File: src/rtl/dcache_ctrl_pkg.sv
// Shared geometry, state encoding and byte-select helper for the data cache controller.
package dcache_ctrl_pkg;

    localparam int TAG_W      = 3;
    localparam int IDX_W      = 3;
    localparam int OFF_W      = 2;
    localparam int BLOCK_W    = 32;
    localparam int NUM_BLOCKS = 1 << IDX_W;

    typedef enum logic [1:0] {
        IDLE       = 2'd0,
        WRITE_BACK = 2'd1,
        FETCH      = 2'd2,
        UPDATE     = 2'd3
    } state_t;

    function automatic logic [7:0] select_byte(input logic [BLOCK_W-1:0] blk,
                                               input logic [OFF_W-1:0]   off);
        return blk[{off, 3'b000} +: 8];
    endfunction

endpackage

File: src/rtl/dcache_array.sv
// Data/tag/valid/dirty storage with combinational hit compare and byte select.
module dcache_array
    import dcache_ctrl_pkg::*;
(
    input  logic               clk,
    input  logic               rst,
    input  logic [TAG_W-1:0]   tag,
    input  logic [IDX_W-1:0]   index,
    input  logic [OFF_W-1:0]   offset,
    input  logic               byte_we,
    input  logic [7:0]         byte_data,
    input  logic               fill_we,
    input  logic [IDX_W-1:0]   fill_index,
    input  logic [TAG_W-1:0]   fill_tag,
    input  logic [BLOCK_W-1:0] fill_data,
    output logic               hit,
    output logic [7:0]         rd_byte,
    output logic               victim_dirty,
    output logic [TAG_W-1:0]   victim_tag,
    output logic [BLOCK_W-1:0] victim_data
);

    logic [BLOCK_W-1:0]    data_mem [NUM_BLOCKS];
    logic [TAG_W-1:0]      tag_mem  [NUM_BLOCKS];
    logic [NUM_BLOCKS-1:0] valid;
    logic [NUM_BLOCKS-1:0] dirty;

    // Contents need no reset; only the valid/dirty flags qualify them.
    always_ff @(posedge clk) begin
        if (fill_we) begin
            data_mem[fill_index] <= fill_data;
            tag_mem[fill_index]  <= fill_tag;
        end else if (byte_we) begin
            data_mem[index][{offset, 3'b000} +: 8] <= byte_data;
        end
    end

    always_ff @(posedge clk or posedge rst) begin
        if (rst) begin
            valid <= '0;
            dirty <= '0;
        end else if (fill_we) begin
            valid[fill_index] <= 1'b1;
            dirty[fill_index] <= 1'b0;
        end else if (byte_we) begin
            dirty[index] <= 1'b1;
        end
    end

    assign hit          = valid[index] && (tag_mem[index] == tag);
    assign rd_byte      = select_byte(data_mem[index], offset);
    assign victim_dirty = valid[index] && dirty[index];
    assign victim_tag   = tag_mem[index];
    assign victim_data  = data_mem[index];

endmodule

File: src/rtl/dcache_ctrl.sv
// Direct-mapped write-back/write-allocate data cache controller: miss FSM and memory-side registers.
module dcache_ctrl
    import dcache_ctrl_pkg::*;
(
    input  logic                     CLK,
    input  logic                     RESET,
    input  logic                     READ,
    input  logic                     WRITE,
    input  logic [7:0]               ADDRESS,
    input  logic [7:0]               WRITEDATA,
    output logic [7:0]               READDATA,
    output logic                     BUSYWAIT,
    output logic                     MEM_READ,
    output logic                     MEM_WRITE,
    output logic [TAG_W+IDX_W-1:0]   MEM_ADDRESS,
    output logic [BLOCK_W-1:0]       MEM_WRITEDATA,
    input  logic [BLOCK_W-1:0]       MEM_READDATA,
    input  logic                     MEM_BUSYWAIT
);

    state_t             state;
    state_t             state_next;
    logic [TAG_W-1:0]   tag;
    logic [IDX_W-1:0]   index;
    logic [OFF_W-1:0]   offset;
    logic [TAG_W-1:0]   miss_tag;
    logic [IDX_W-1:0]   miss_index;
    logic [BLOCK_W-1:0] fill_block;
    logic               request;
    logic               hit;
    logic               byte_we;
    logic               fill_we;
    logic [7:0]         rd_byte;
    logic               victim_dirty;
    logic [TAG_W-1:0]   victim_tag;
    logic [BLOCK_W-1:0] victim_data;

    assign tag     = ADDRESS[7:5];
    assign index   = ADDRESS[4:2];
    assign offset  = ADDRESS[1:0];
    assign request = READ | WRITE;
    assign byte_we = (state == IDLE) && WRITE && hit;
    assign fill_we = (state == UPDATE);

    dcache_array u_array (
        .clk          (CLK),
        .rst          (RESET),
        .tag          (tag),
        .index        (index),
        .offset       (offset),
        .byte_we      (byte_we),
        .byte_data    (WRITEDATA),
        .fill_we      (fill_we),
        .fill_index   (miss_index),
        .fill_tag     (miss_tag),
        .fill_data    (fill_block),
        .hit          (hit),
        .rd_byte      (rd_byte),
        .victim_dirty (victim_dirty),
        .victim_tag   (victim_tag),
        .victim_data  (victim_data)
    );

    always_comb begin
        state_next = state;
        case (state)
            IDLE:       if (request && !hit) state_next = victim_dirty ? WRITE_BACK : FETCH;
            WRITE_BACK: if (!MEM_BUSYWAIT)   state_next = FETCH;
            FETCH:      if (!MEM_BUSYWAIT)   state_next = UPDATE;
            UPDATE:     state_next = IDLE;
            default:    state_next = IDLE;
        endcase
    end

    // Memory requests are registered off the next state so they hold steady for the whole state.
    always_ff @(posedge CLK or posedge RESET) begin
        if (RESET) begin
            state         <= IDLE;
            MEM_READ      <= 1'b0;
            MEM_WRITE     <= 1'b0;
            MEM_ADDRESS   <= '0;
            MEM_WRITEDATA <= '0;
        end else begin
            state     <= state_next;
            MEM_READ  <= (state_next == FETCH);
            MEM_WRITE <= (state_next == WRITE_BACK);
            if (state == IDLE && state_next == WRITE_BACK) begin
                MEM_ADDRESS   <= {victim_tag, index};
                MEM_WRITEDATA <= victim_data;
            end else if (state == IDLE && state_next == FETCH) begin
                MEM_ADDRESS <= {tag, index};
            end else if (state == WRITE_BACK && state_next == FETCH) begin
                MEM_ADDRESS <= {miss_tag, miss_index};
            end
        end
    end

    // The miss target is frozen on leaving IDLE, so a dropped request still fills the right line.
    always_ff @(posedge CLK) begin
        if (state == IDLE) begin
            miss_tag   <= tag;
            miss_index <= index;
        end
        if (state == FETCH && !MEM_BUSYWAIT) begin
            fill_block <= MEM_READDATA;
        end
    end

    assign BUSYWAIT = ((state == IDLE) && request && !hit) || (state != IDLE);
    assign READDATA = ((state == IDLE) && READ && hit) ? rd_byte : 8'h00;

endmodule

File: config.mk
export PLATFORM = sky130hd
export DESIGN_NAME = dcache_ctrl
export DESIGN_NICKNAME = d
export VERILOG_FILES = /design/src/rtl/dcache_ctrl_pkg.sv /design/src/rtl/dcache_array.sv /design/src/rtl/dcache_ctrl.sv
export SDC_FILE = /design/constraint.sdc
export NUM_CORES = 1
export LEC_CHECK = 0
export ABC_CLOCK_PERIOD_IN_PS = 5520
export BUFFER_PORTS_ARGS = -buffer_cell sky130_fd_sc_hd__buf_2
export CORE_MARGIN = 4
export CORE_UTILIZATION = 65
export CTS_BUF_LIST = sky130_fd_sc_hd__clkbuf_4
export CTS_CLUSTER_SIZE = 40
export DETAILED_ROUTE_END_ITERATION = 10
export HOLD_SLACK_MARGIN = 0.02
export PLACE_DENSITY = 0.85
export SLEW_MARGIN = 20
export SYNTH_ARGS = -nofsm -noshare
export SYNTH_HDL_FRONTEND = slang
export SYNTH_SLANG_ARGS = --single-unit
export TNS_END_PERCENT = 50
File: constraint.sdc
create_clock -name CLK -period 5.52 [get_ports CLK]
set_input_delay 0.276 -clock CLK [delete_from_list [all_inputs] [get_ports CLK]]
set_output_delay 0.276 -clock CLK [all_outputs]
set_load 0.02 [all_outputs]
==> results of run 1 <==
-- where the power goes --
part	total, mW	internal (mW)	leakage (nW)	switching [mW]
logic	1.49	0.523	2.53	0.971
clock network	2.40	1.33	0.723	1.07
registers	3.81	3.62	3.54	0.193
total	7.71	5.48	6.80	2.23
-- per-stage QoR --
step	hold WS, ns	utilization, %	setup slack (ns)	cells
detailed placement	0.4482	70.66	1.694	1413
global route	0.09285	77.49	1.556	1607
global placement	0.4475	70.64	1.757	1413
floorplan	0.3749	-	2.524	1000
CTS	0.07240	77.46	1.760	1606
finish	0.1211	77.49	1.664	1607
-- worst max-delay path by stage --
stage,startpoint,endpoint,slack (ns)
after floorplan,state[1]$_DFF_PP0_,u_array.data_mem[3][0]$_DFFE_PP_,2.52
after global placement,ADDRESS[4],READDATA[5],1.76
after CTS,ADDRESS[4],READDATA[5],1.76
after detailed placement,ADDRESS[4],u_array.data_mem[0][19]$_DFFE_PP_,1.69
final,ADDRESS[4],READDATA[5],1.66
after global routing,ADDRESS[4],READDATA[5],1.56
-- state kept, by name, summed over array words and instances (netlist names) --
name	count
MEM_ADDRESS	6
MEM_READ	1
MEM_WRITE	1
MEM_WRITEDATA	32
fill_block	32
miss_index	3
miss_tag	3
state	2
u_array.data_mem	256
u_array.dirty	8
u_array.tag_mem	24
u_array.valid	8
-- final cells by class --
class / count / share of cell area (%)
Antenna cell: 1 / 0.01364
Sequential cell: 376 / 59.94
Clock inverter: 14 / 0.9204
Timing Repair Buffer: 182 / 6.640
Tap cell: 319 / 2.175
Multi-Input combinational cell: 506 / 23.17
Inverter: 69 / 1.411
Clock buffer: 140 / 5.727
-- metal layers --
| layer | global-route usage [%] | vias up | share of wire, % |
|---|---|---|---|
| met4 | 12.58 | 0 | 3.5 |
| met2 | 45.19 | 868 | 45 |
| met5 | 0 | - | 0 |
| li1 | - | 4345 | - |
| met3 | 10.14 | 143 | 14 |
| met1 | 41.93 | 4935 | 37 |
-- cells by family after synthesis --
logic type	synth area share, %
flops	69.78
compound gates	6.747
simple gates	5.040
mux	14.76
fa+ha+maj	0.3175
buf+inv	3.349
-- placed cells by master, fill, tap and decap left out, types with 20 or more instances in the layout --
master,count
edfxtp_1,318
clkbuf_4,140
mux2i_1,111
buf_2,98
nand2_1,73
inv_1,66
dfrtp_1,58
buf_4,45
a21oi_1,41
dlygate4sd3_1,39
mux4_2,37
nor2_1,28
mux2_2,24
o22ai_1,20
==> impl_metrics.env, run 1 <==
export IMPL_outcome="completed"
export IMPL_power_mw=7.708
export IMPL_critPathKind="in2out"
export IMPL_die_area_sq_um=26810
export IMPL_syn_inst=1000
export IMPL_hold_viol=0
export IMPL_portBuffers=101
export IMPL_route_detailed_drc=0
export IMPL_final_area_sq_um=18350
export IMPL_critPathBufInv=3
export IMPL_fill_cells=1335
export IMPL_worstHoldStart="ADDRESS[3]"
export IMPL_setup_tns_ns=0
export IMPL_period_minus_slack_ns=3.856
export IMPL_grt_max_degree=59
export IMPL_rsz0062_at_grt="false"
export IMPL_rrSetupSlack_ns=2.06
export IMPL_post_synth_top_area_cell="edfxtp_1"
export IMPL_powerDensity_nw_per_um2=420.0
export IMPL_crit_family="buffers and inverters"
export IMPL_fin_crit_sh_pct=69.85
export IMPL_min_to="miss_index[1]$_DFFE_PN_"
export IMPL_die_x_microns=163.7
export IMPL_h_tree_depth=3
export IMPL_drtIter0Drc=1548
export IMPL_peakVddDrop_v=0.0002465
export IMPL_avgSynthCellArea_sq_um=15.76
export IMPL_clock_latency_ns=0.72
export IMPL_drv_cap=0
export IMPL_synth_edf_count=318
export IMPL_synth_main_ff_cell="edfxtp_1"
export IMPL_critPathMaxFanout=54
export IMPL_ys_types=62
export IMPL_ff_latch_area_sq_um=11000
export IMPL_global_route_usage_total_pct=30.35
export IMPL_netlist_top_cells_count="edfxtp_1 (318), mux2i_1 (111), nand2_1 (73)"
export IMPL_ys_ff_latch=376
export IMPL_syn_to_final_growth_pct=16.42
export IMPL_routed_wl_microns=39740
export IMPL_post_cts_resized=0
export IMPL_r2r_end="u_array.data_mem[7][16]$_DFFE_PP_"
export IMPL_cts_inserted_buffers=92
export IMPL_whs_path_depth=1
export IMPL_overflow=0
export IMPL_antenna_found_initial=1
export IMPL_yosysSeqAreaShare_pct=69.78
export IMPL_p_leak_nw=6.795
export IMPL_synth_top_cell_area_share_pct=60.58
export IMPL_cts_hold_buffers=39
export IMPL_placed_cell_area_sq_um=16730
export IMPL_wl_per_cell_microns=24.73
export IMPL_timing_rr_start="u_array.tag_mem[1][1]$_DFFE_PP_"
export IMPL_reg2reg_depth=7
export IMPL_cts_num_sinks=376
export IMPL_vias=10290
export IMPL_max_stage_delay_ns=0.70
export IMPL_crit_slowest_cell="and2_1"
export IMPL_nets=1284
export IMPL_maxSlewHeadroom_pct=25.20
export IMPL_clk_pin_slew_worst_paths_ns=0.07
export IMPL_synthArstFlopShare_pct=15.43
export IMPL_timing_fmax_mhz=259.3
export IMPL_hp_class="in2reg"
export IMPL_cts_root_buffer_cell="clkbuf_4"
export IMPL_core_sq_um=23680
export IMPL_grt_pass1_wl_microns=60550
export IMPL_rows=56
export IMPL_cp_data_arrival_time_ns=3.58
export IMPL_avgViaCountPerCell=6.404
export IMPL_cts_buffer_depth=3
export IMPL_cp_start_kind="input pin"
export IMPL_netlist_area_sq_um=15760
export IMPL_cts_setup_buffers=0
export IMPL_skew_ns=0.04344
export IMPL_setup_violations_final=0
export IMPL_worstMarginPinSlew_ns=1.122
export IMPL_synthesis_nets=1057
export IMPL_synthTopCellsByArea="edfxtp_1 (61%), dfrtp_1 (9.2%), mux2i_1 (7.0%), mux4_2 (5.3%), nand2_1 (1.7%)"
export IMPL_globalplace_congestion=1.067
export IMPL_grt_pass1_vias=10230
export IMPL_ys_warn_count=0
export IMPL_cp_depth=9
export IMPL_yosys_cell_count_top_type="edfxtp_1"
export IMPL_cts_tree="yes"
export IMPL_drtAntennaViolNets=0
export IMPL_finalMaxSlewViolations=0
export IMPL_crit_chain="buf_4, buf_4, and2_1, a22oi_1, o22ai_1, nor2_1, mux4_2, nor2_1, buf_2"
export IMPL_start_util_pct=66.56
export IMPL_ios=102
export IMPL_crit_required_ns=5.24
export IMPL_drtPass1Iterations=8
export IMPL_cp_end_kind="output port"
export IMPL_drive_above_1_share_pct=29.60
export IMPL_dp_hpwl_microns=26230
export IMPL_die_y_microns=163.7
export IMPL_multi_input_area_sq_um=4253
(Power assumes the default switching activity.)
==> run 2, diff against run 1 <==
ABC_AREA = 1   (was unset)
ABC_CLOCK_PERIOD_IN_PS = 3300   (was 5520)
CORE_UTILIZATION = 57   (was 65)
PLACE_DENSITY = 0.79   (was 0.85)
clock period = 3.3 ns   (was 5.52 ns; I/O delays follow)
==> run 2 against run 1 <==
Effect of this change: utilization shrank 8.1 points; largest power group unchanged; synthesized cell count grew 23%; clock-buffer cell count down 1; hold slack worse by 0.055 ns; non-clock buffer count increased by 33; critical endpoint is now READDATA[0]; sequential share of layout area increased by 0.54 points; combinational power grew 70%; global-route usage down 2.9 points; total power rose by 63%; via count increased by 8.9%; register-to-register slack lost 1.7 ns; clock power increased by 55%.
==> impl_metrics.env, run 2 <==
export IMPL_cts_tree="yes"
export IMPL_avgViaCountPerCell=5.937
export IMPL_critPathKind="in2out"
export IMPL_synthesis_nets=1286
export IMPL_period_minus_slack_ns=3.151
export IMPL_fin_crit_sh_pct=95.48
export IMPL_ys_types=44
export IMPL_setup_violations_final=0
export IMPL_netlist_top_cells_count="edfxtp_1 (318), nand2_1 (263), inv_1 (104)"
export IMPL_overflow=0
export IMPL_post_synth_top_area_cell="edfxtp_1"
export IMPL_peakVddDrop_v=0.0004123
export IMPL_antenna_found_initial=1
export IMPL_critPathMaxFanout=24
export IMPL_maxSlewHeadroom_pct=43.33
export IMPL_grt_pass1_vias=10860
export IMPL_largest_register_ff_count=256
export IMPL_crit_slowest_cell="dlygate4sd3_1"
export IMPL_synthSimpleGateAreaFrac_pct=13.83
export IMPL_crit_required_ns=3.13
export IMPL_synth_top_cell_area_share_pct=62.44
export IMPL_crit_family="buffers and inverters"
export IMPL_drive_above_1_share_pct=23.13
export IMPL_synthMuxAreaShare_pct=0
export IMPL_netlist_area_sq_um=15290
export IMPL_cts_root_buffer_cell="clkbuf_4"
export IMPL_fill_cells=1786
export IMPL_nets=1542
export IMPL_cp_common_cell="inv_1"
export IMPL_synth_edf_count=318
export IMPL_vias=11210
export IMPL_multi_input_area_sq_um=3667
export IMPL_synth_main_ff_cell="edfxtp_1"
export IMPL_drtAntennaViolNets=0
export IMPL_grt_max_degree=42
export IMPL_ys_warn_count=0
export IMPL_fin_hold_ws_ns=0.06569
export IMPL_wl_per_cell_microns=21.34
export IMPL_ff_latch_area_sq_um=11000
export IMPL_layout_commonest_cell="edfxtp_1"
export IMPL_route_detailed_drc=0
export IMPL_h_tree_depth=3
export IMPL_synth_top_family_by_area="simple AND/OR/NAND/NOR gates"
export IMPL_largestRegisters="u_array.data_mem: 256 flops, MEM_WRITEDATA: 32 flops, fill_block: 32 flops"
export IMPL_grtUsageMet3_pct=6.872
export IMPL_hold_viol=0
export IMPL_grt_met1_usage_pct=39.27
export IMPL_synthArstFlopShare_pct=15.43
export IMPL_cp_end_kind="output port"
export IMPL_drtIter0Drc=1477
export IMPL_dp_hpwl_microns=26520
export IMPL_rows=59
export IMPL_hp_class="in2reg"
export IMPL_grt_pass1_wl_microns=61390
export IMPL_cts_num_sinks=376
export IMPL_cp_start_kind="input pin"
export IMPL_routed_wl_microns=40290
export IMPL_power_mw=12.59
export IMPL_synth_compound_area_share_pct=9.629
export IMPL_clk_pin_slew_worst_paths_ns=0.07
export IMPL_grt_util_met2_pct=42.43
export IMPL_die_area_sq_um=29520
export IMPL_outcome="completed"
export IMPL_globalplace_congestion=0.9641
export IMPL_final_cells=1888
export IMPL_crit_chain="dlygate4sd3_1, buf_2, nor2_2, nand2_1, inv_1, buf_12, a22o_1, inv_1, nand4_1, inv_1, nand2_1, o211ai_1, a21oi_1, buf_2"
export IMPL_yosys_cell_count_top_type="edfxtp_1"
export IMPL_cts_buffer_depth=3
export IMPL_drv_cap=0
export IMPL_syn_inst=1229
export IMPL_finalMaxSlewViolations=0
export IMPL_yosysSeqAreaShare_pct=71.93
export IMPL_worstMarginPinSlew_ns=0.8390
export IMPL_syn_to_final_growth_pct=18.92
export IMPL_die_y_microns=171.8
export IMPL_cp_data_arrival_time_ns=2.99
export IMPL_start_util_pct=58.36
export IMPL_drtPass1Iterations=6
export IMPL_avgSynthCellArea_sq_um=12.44
export IMPL_cts_inserted_buffers=92
export IMPL_max_flop_register="u_array.data_mem"
export IMPL_ios=102
export IMPL_synth_xor_area_share_pct=0
export IMPL_powerDensity_nw_per_um2=692.3
export IMPL_clock_latency_ns=0.72
export IMPL_skew_ns=0.04849
export IMPL_critPathBufInv=7
export IMPL_synthTopCellsByArea="edfxtp_1 (62%), dfrtp_1 (9.5%), nand2_1 (6.5%), inv_1 (2.6%), nand3_1 (2.4%)"
export IMPL_core_sq_um=26210
export IMPL_ys_ff_latch=376
export IMPL_global_route_usage_total_pct=27.47
export IMPL_die_x_microns=171.8
export IMPL_grt_busiest_layer="met2"
export IMPL_dp_cells=1668
export IMPL_portBuffers=101
export IMPL_layout_common_cells="edfxtp_1 (318), nand2_1 (263), clkbuf_4 (139)"
export IMPL_rsz0062_at_grt="true"
export IMPL_max_stage_delay_ns=0.53
export IMPL_p_leak_nw=7.254
export IMPL_timing_fmax_mhz=317.4
export IMPL_yosys_area_share_adder_pct=0.3273
run 2: changes by cell type in the layout (fill, tap and decap cells not counted), sizes merged, moves of 25 or more:
cell,delta
a221oi,+25
buf,+25
inv,+38
mux2,-32
mux2i,-111
mux4,-37
nand2,+198
nand3,+75
nand4,+31
nor2,+53
o21ai,+29
run 2: through the flow:
stage          setup TNS [ns]  instance area [sq um]  util, %  setup slack, ns
2_1_floorplan               0                  15300        -           0.6589
3_3_place_gp                0                  16470    62.83           0.2604
3_5_place_dp                0                  16470    62.83           0.3457
4_1_cts                     0                  18090    69.02          0.04740
5_1_grt              -0.07066                  18190    69.40         -0.05405
6_report                    0                  18190    69.40           0.1491
run 2: repair_timing:
action,in CTS,in global routing
hold endpoints to repair,149,0
hold buffers,47,0
setup endpoints to repair,0,8
gates resized for setup,0,4
setup buffers,0,10
run 2: routing by layer:
layer / wire, microns / vias to the layer above / share of wire [%]
li1: - / 5003 / -
met4: 935 / 0 / 2.3
met5: 0 / - / 0
met3: 4929 / 94 / 12
met1: 16170 / 5312 / 40
met2: 18260 / 800 / 45
run 2: where the power goes:
group | internal, mW | switching (mW) | leakage, nW
Clock | 1.92 | 1.81 | 0.679
Sequential | 6.02 | 0.302 | 3.60
Combinational | 0.746 | 1.79 | 2.97
Total | 8.69 | 3.90 | 7.25
run 2: worst register-to-register path, cell delays in order, from the launching register on:
cell and delay [ns]:
dfrtp_1 0.45, nor2_1 0.17, inv_1 0.10, nor2_1 0.54, o2111ai_4 0.24, nand2_4 0.16
buf_4 0.35, nand4_1 0.21, nand2_1 0.40
run 2: cells by family after synthesis:
family | count (synthesis)
AND/OR/NAND/NOR | 480
flip-flops | 376
AO/OA/AOI/OAI | 204
buffers and inverters | 165
adder cells (fa/ha/maj) | 4
run 2: layout make-up:
| cell class | instances | share of cell area, % |
|---|---|---|
| clock buffers | 139 | 5.737 |
| repair inverters | 1 | 0.02752 |
| flip-flops and latches | 376 | 60.48 |
| repair buffers | 215 | 8.338 |
| diodes | 1 | 0.01376 |
| inverters | 111 | 2.332 |
| multi-input cells | 688 | 20.16 |
| clock inverters | 22 | 0.5985 |
| well taps | 335 | 2.305 |
run 2: final timing paths:
| kind | startpoint | end | slack (ns) | cells after the start |
|---|---|---|---|---|
| worst max-delay path | ADDRESS[4] | READDATA[0] | 0.15 | 14 |
| worst min register to register | u_array.valid[6]$_DFFE_PP0P_ | u_array.valid[6]$_DFFE_PP0P_ | 0.46 | 2 |
| min in group asynchronous | RESET | MEM_WRITEDATA[10]$_DFFE_PP0P_ | 0.15 | 3 |
| worst max register to register | state[0]$_DFF_PP0_ | u_array.data_mem[4][27]$_DFFE_PP_ | 0.40 | 8 |
| worst min-delay path | ADDRESS[2] | miss_index[0]$_DFFE_PN_ | 0.07 | 2 |
| max in group asynchronous | RESET | u_array.dirty[3]$_DFFE_PP0P_ | 2.32 | 4 |
==> run 3, diff against run 2 <==
ABC_AREA = unset   (was 1)
CORE_MARGIN = unset   (was 4)
==> run 3 against run 2 <==
Effect of this change: via count decreased by 9.1%; critical path depth down 5; clock power about the same; critical endpoint is now READDATA[5]; largest power group unchanged; total power is 0.31% higher; register-to-register slack got worse by 0.23 ns; wire length decreased by 0.13%; sequential power about the same; fmax decreased by 0.29%; highest routed layer unchanged; sequential cell count stayed put; utilization decreased by 0.61 points; hold slack improved by 0.013 ns.
==> impl_metrics.env, run 3 (synthesis results as in run 1) <==
export IMPL_outcome="completed"
export IMPL_clock_latency_ns=0.72
export IMPL_overflow=0
export IMPL_drv_cap=0
export IMPL_peakVddDrop_v=0.0004213
export IMPL_cts_root_buffer_cell="clkbuf_4"
export IMPL_powerDensity_nw_per_um2=679.4
export IMPL_whs_path_depth=3
export IMPL_global_route_usage_total_pct=29.27
export IMPL_cp_start_kind="input pin"
export IMPL_grt_pass1_vias=10340
export IMPL_layout_common_cells="edfxtp_1 (318), clkbuf_4 (126), mux2i_1 (111)"
export IMPL_nets=1313
export IMPL_wl_per_cell_microns=24.02
export IMPL_dp_hpwl_microns=26970
export IMPL_hp_class="in2reg"
export IMPL_worstHoldStart="ADDRESS[4]"
export IMPL_hold_viol=0
export IMPL_start_util_pct=58.33
export IMPL_period_minus_slack_ns=3.160
export IMPL_rows=60
export IMPL_cp_data_arrival_time_ns=2.99
export IMPL_drive_above_1_share_pct=30.01
export IMPL_globalplace_congestion=0.9662
export IMPL_largest_register_ff_count=256
export IMPL_ios=102
export IMPL_portBuffers=101
export IMPL_clk_pin_slew_worst_paths_ns=0.06
export IMPL_cts_buffer_depth=3
export IMPL_p_leak_nw=6.921
export IMPL_cp_end_kind="output port"
export IMPL_cts_inserted_buffers=91
export IMPL_final_core_utilization_pct=68.79
export IMPL_fin_hold_ws_ns=0.07847
export IMPL_setup_violations_final=0
export IMPL_routed_wl_microns=40230
export IMPL_finalMaxSlewViolations=0
export IMPL_timing_rr_start="u_array.tag_mem[7][2]$_DFFE_PP_"
export IMPL_avgViaCountPerCell=6.086
export IMPL_grt_max_degree=43
export IMPL_cts_tree="yes"
export IMPL_cts_num_sinks=376
export IMPL_maxSlewHeadroom_pct=33.32
export IMPL_min_to="u_array.dirty[0]$_DFFE_PP0P_"
export IMPL_critPathKind="in2out"
export IMPL_worstMarginPinSlew_ns=0.9926
export IMPL_die_x_microns=168.3
export IMPL_drtPass1Iterations=9
export IMPL_grt_pass1_wl_microns=60510
export IMPL_route_detailed_drc=0
export IMPL_antenna_found_initial=1
export IMPL_syn_to_final_growth_pct=17.93
export IMPL_crit_required_ns=3.13
export IMPL_die_y_microns=168.3
export IMPL_final_cells=1675
export IMPL_critPathMaxFanout=12
export IMPL_r2r_end="u_array.data_mem[6][13]$_DFFE_PP_"
export IMPL_dp_cells=1460
export IMPL_fin_crit_sh_pct=95.76
export IMPL_layout_commonest_cell="edfxtp_1"
export IMPL_setup_tns_ns=0
export IMPL_reg2reg_depth=8
export IMPL_rsz0062_at_grt="false"
export IMPL_largestRegisters="u_array.data_mem: 256 flops, MEM_WRITEDATA: 32 flops, fill_block: 32 flops"
export IMPL_h_tree_depth=3
export IMPL_core_sq_um=27030
export IMPL_timing_fmax_mhz=316.5
export IMPL_vias=10190
export IMPL_drtIter0Drc=1392
export IMPL_die_area_sq_um=28320
export IMPL_max_flop_register="u_array.data_mem"
export IMPL_rrSetupSlack_ns=0.17
export IMPL_skew_ns=0.03941
export IMPL_drtAntennaViolNets=0
## run 3: cell types whose count changed in the layout (fill, tap and decap cells not counted), moves of 30 or more
cell     before  now
nand3_1      74    7
nor2_1       74   27
mux2i_1       0  111
nand4_1      34    3
mux4_2        0   37
o21ai_0      48   18
inv_1       101   66
nand2_1     263   73
## run 3: repair_timing
| item | CTS | global route |
|---|---|---|
| endpoints found under the hold margin | 91 | 0 |
| setup endpoints to repair | 8 | 8 |
| hold buffers | 43 | 0 |
| pin swaps | 0 | 1 |
| setup buffers | 0 | 1 |
| gates resized for setup | 1 | 1 |
## run 3: metal layers
layer  part of all wire (%)  global-route usage (%)  up-vias
li1                       -                       -     4420
met1                     39                   41.55     4927
met2                     45                   43.53      734
met3                     13                   7.052      113
met4                    3.4                   12.81        0
met5                      0                       0        -
## run 3: worst max-delay path, cell delays in order
cell           delay (ns)
buf_4                0.17
dlygate4sd3_1        0.73
buf_4                0.26
nor2_2               0.13
a221o_1              0.36
a222oi_1             0.60
mux4_2               0.36
nor2_1               0.05
buf_2                0.15
## run 3: cell type report
type,count,area (sq um)
Tap cell,341,426.7
Inverter,69,259.0
Sequential cell,376,11000
Fill cell,1806,8436
Antenna cell,1,2.502
Clock buffer,126,945.9
Multi-Input combinational cell,506,4247
Timing Repair Buffer,212,1491
Clock inverter,44,217.7
## run 3: worst max path at each step
stage          slack, ns                                end  cells after the start                             from
3_3_place_gp        0.14   u_array.data_mem[6][8]$_DFFE_PP_                      9                       ADDRESS[2]
2_1_floorplan       0.30   u_array.data_mem[3][0]$_DFFE_PP_                      7               state[1]$_DFF_PP0_
4_1_cts             0.06                        READDATA[5]                      7  u_array.tag_mem[7][2]$_DFFE_PP_
5_1_grt             0.08  u_array.data_mem[6][13]$_DFFE_PP_                      8  u_array.tag_mem[7][2]$_DFFE_PP_
3_5_place_dp        0.08  u_array.data_mem[1][11]$_DFFE_PP_                      8                       ADDRESS[2]
6_report            0.14                        READDATA[5]                      9                       ADDRESS[4]
## run 3: stage by stage
stage	instance area (sq um)	setup slack [ns]	total power, mW
global placement	16980	0.1426	8.808
detailed placement	16980	0.08228	8.902
finish	18590	0.1401	12.63
global route	18590	0.08267	13.15
floorplan	15760	0.3040	7.947
CTS	18580	0.05595	12.65
## run 3: power by group
part,switching (mW),internal (mW)
clock,1.86,1.88
combinational,1.62,0.914
sequential,0.304,6.05
total,3.79,8.84
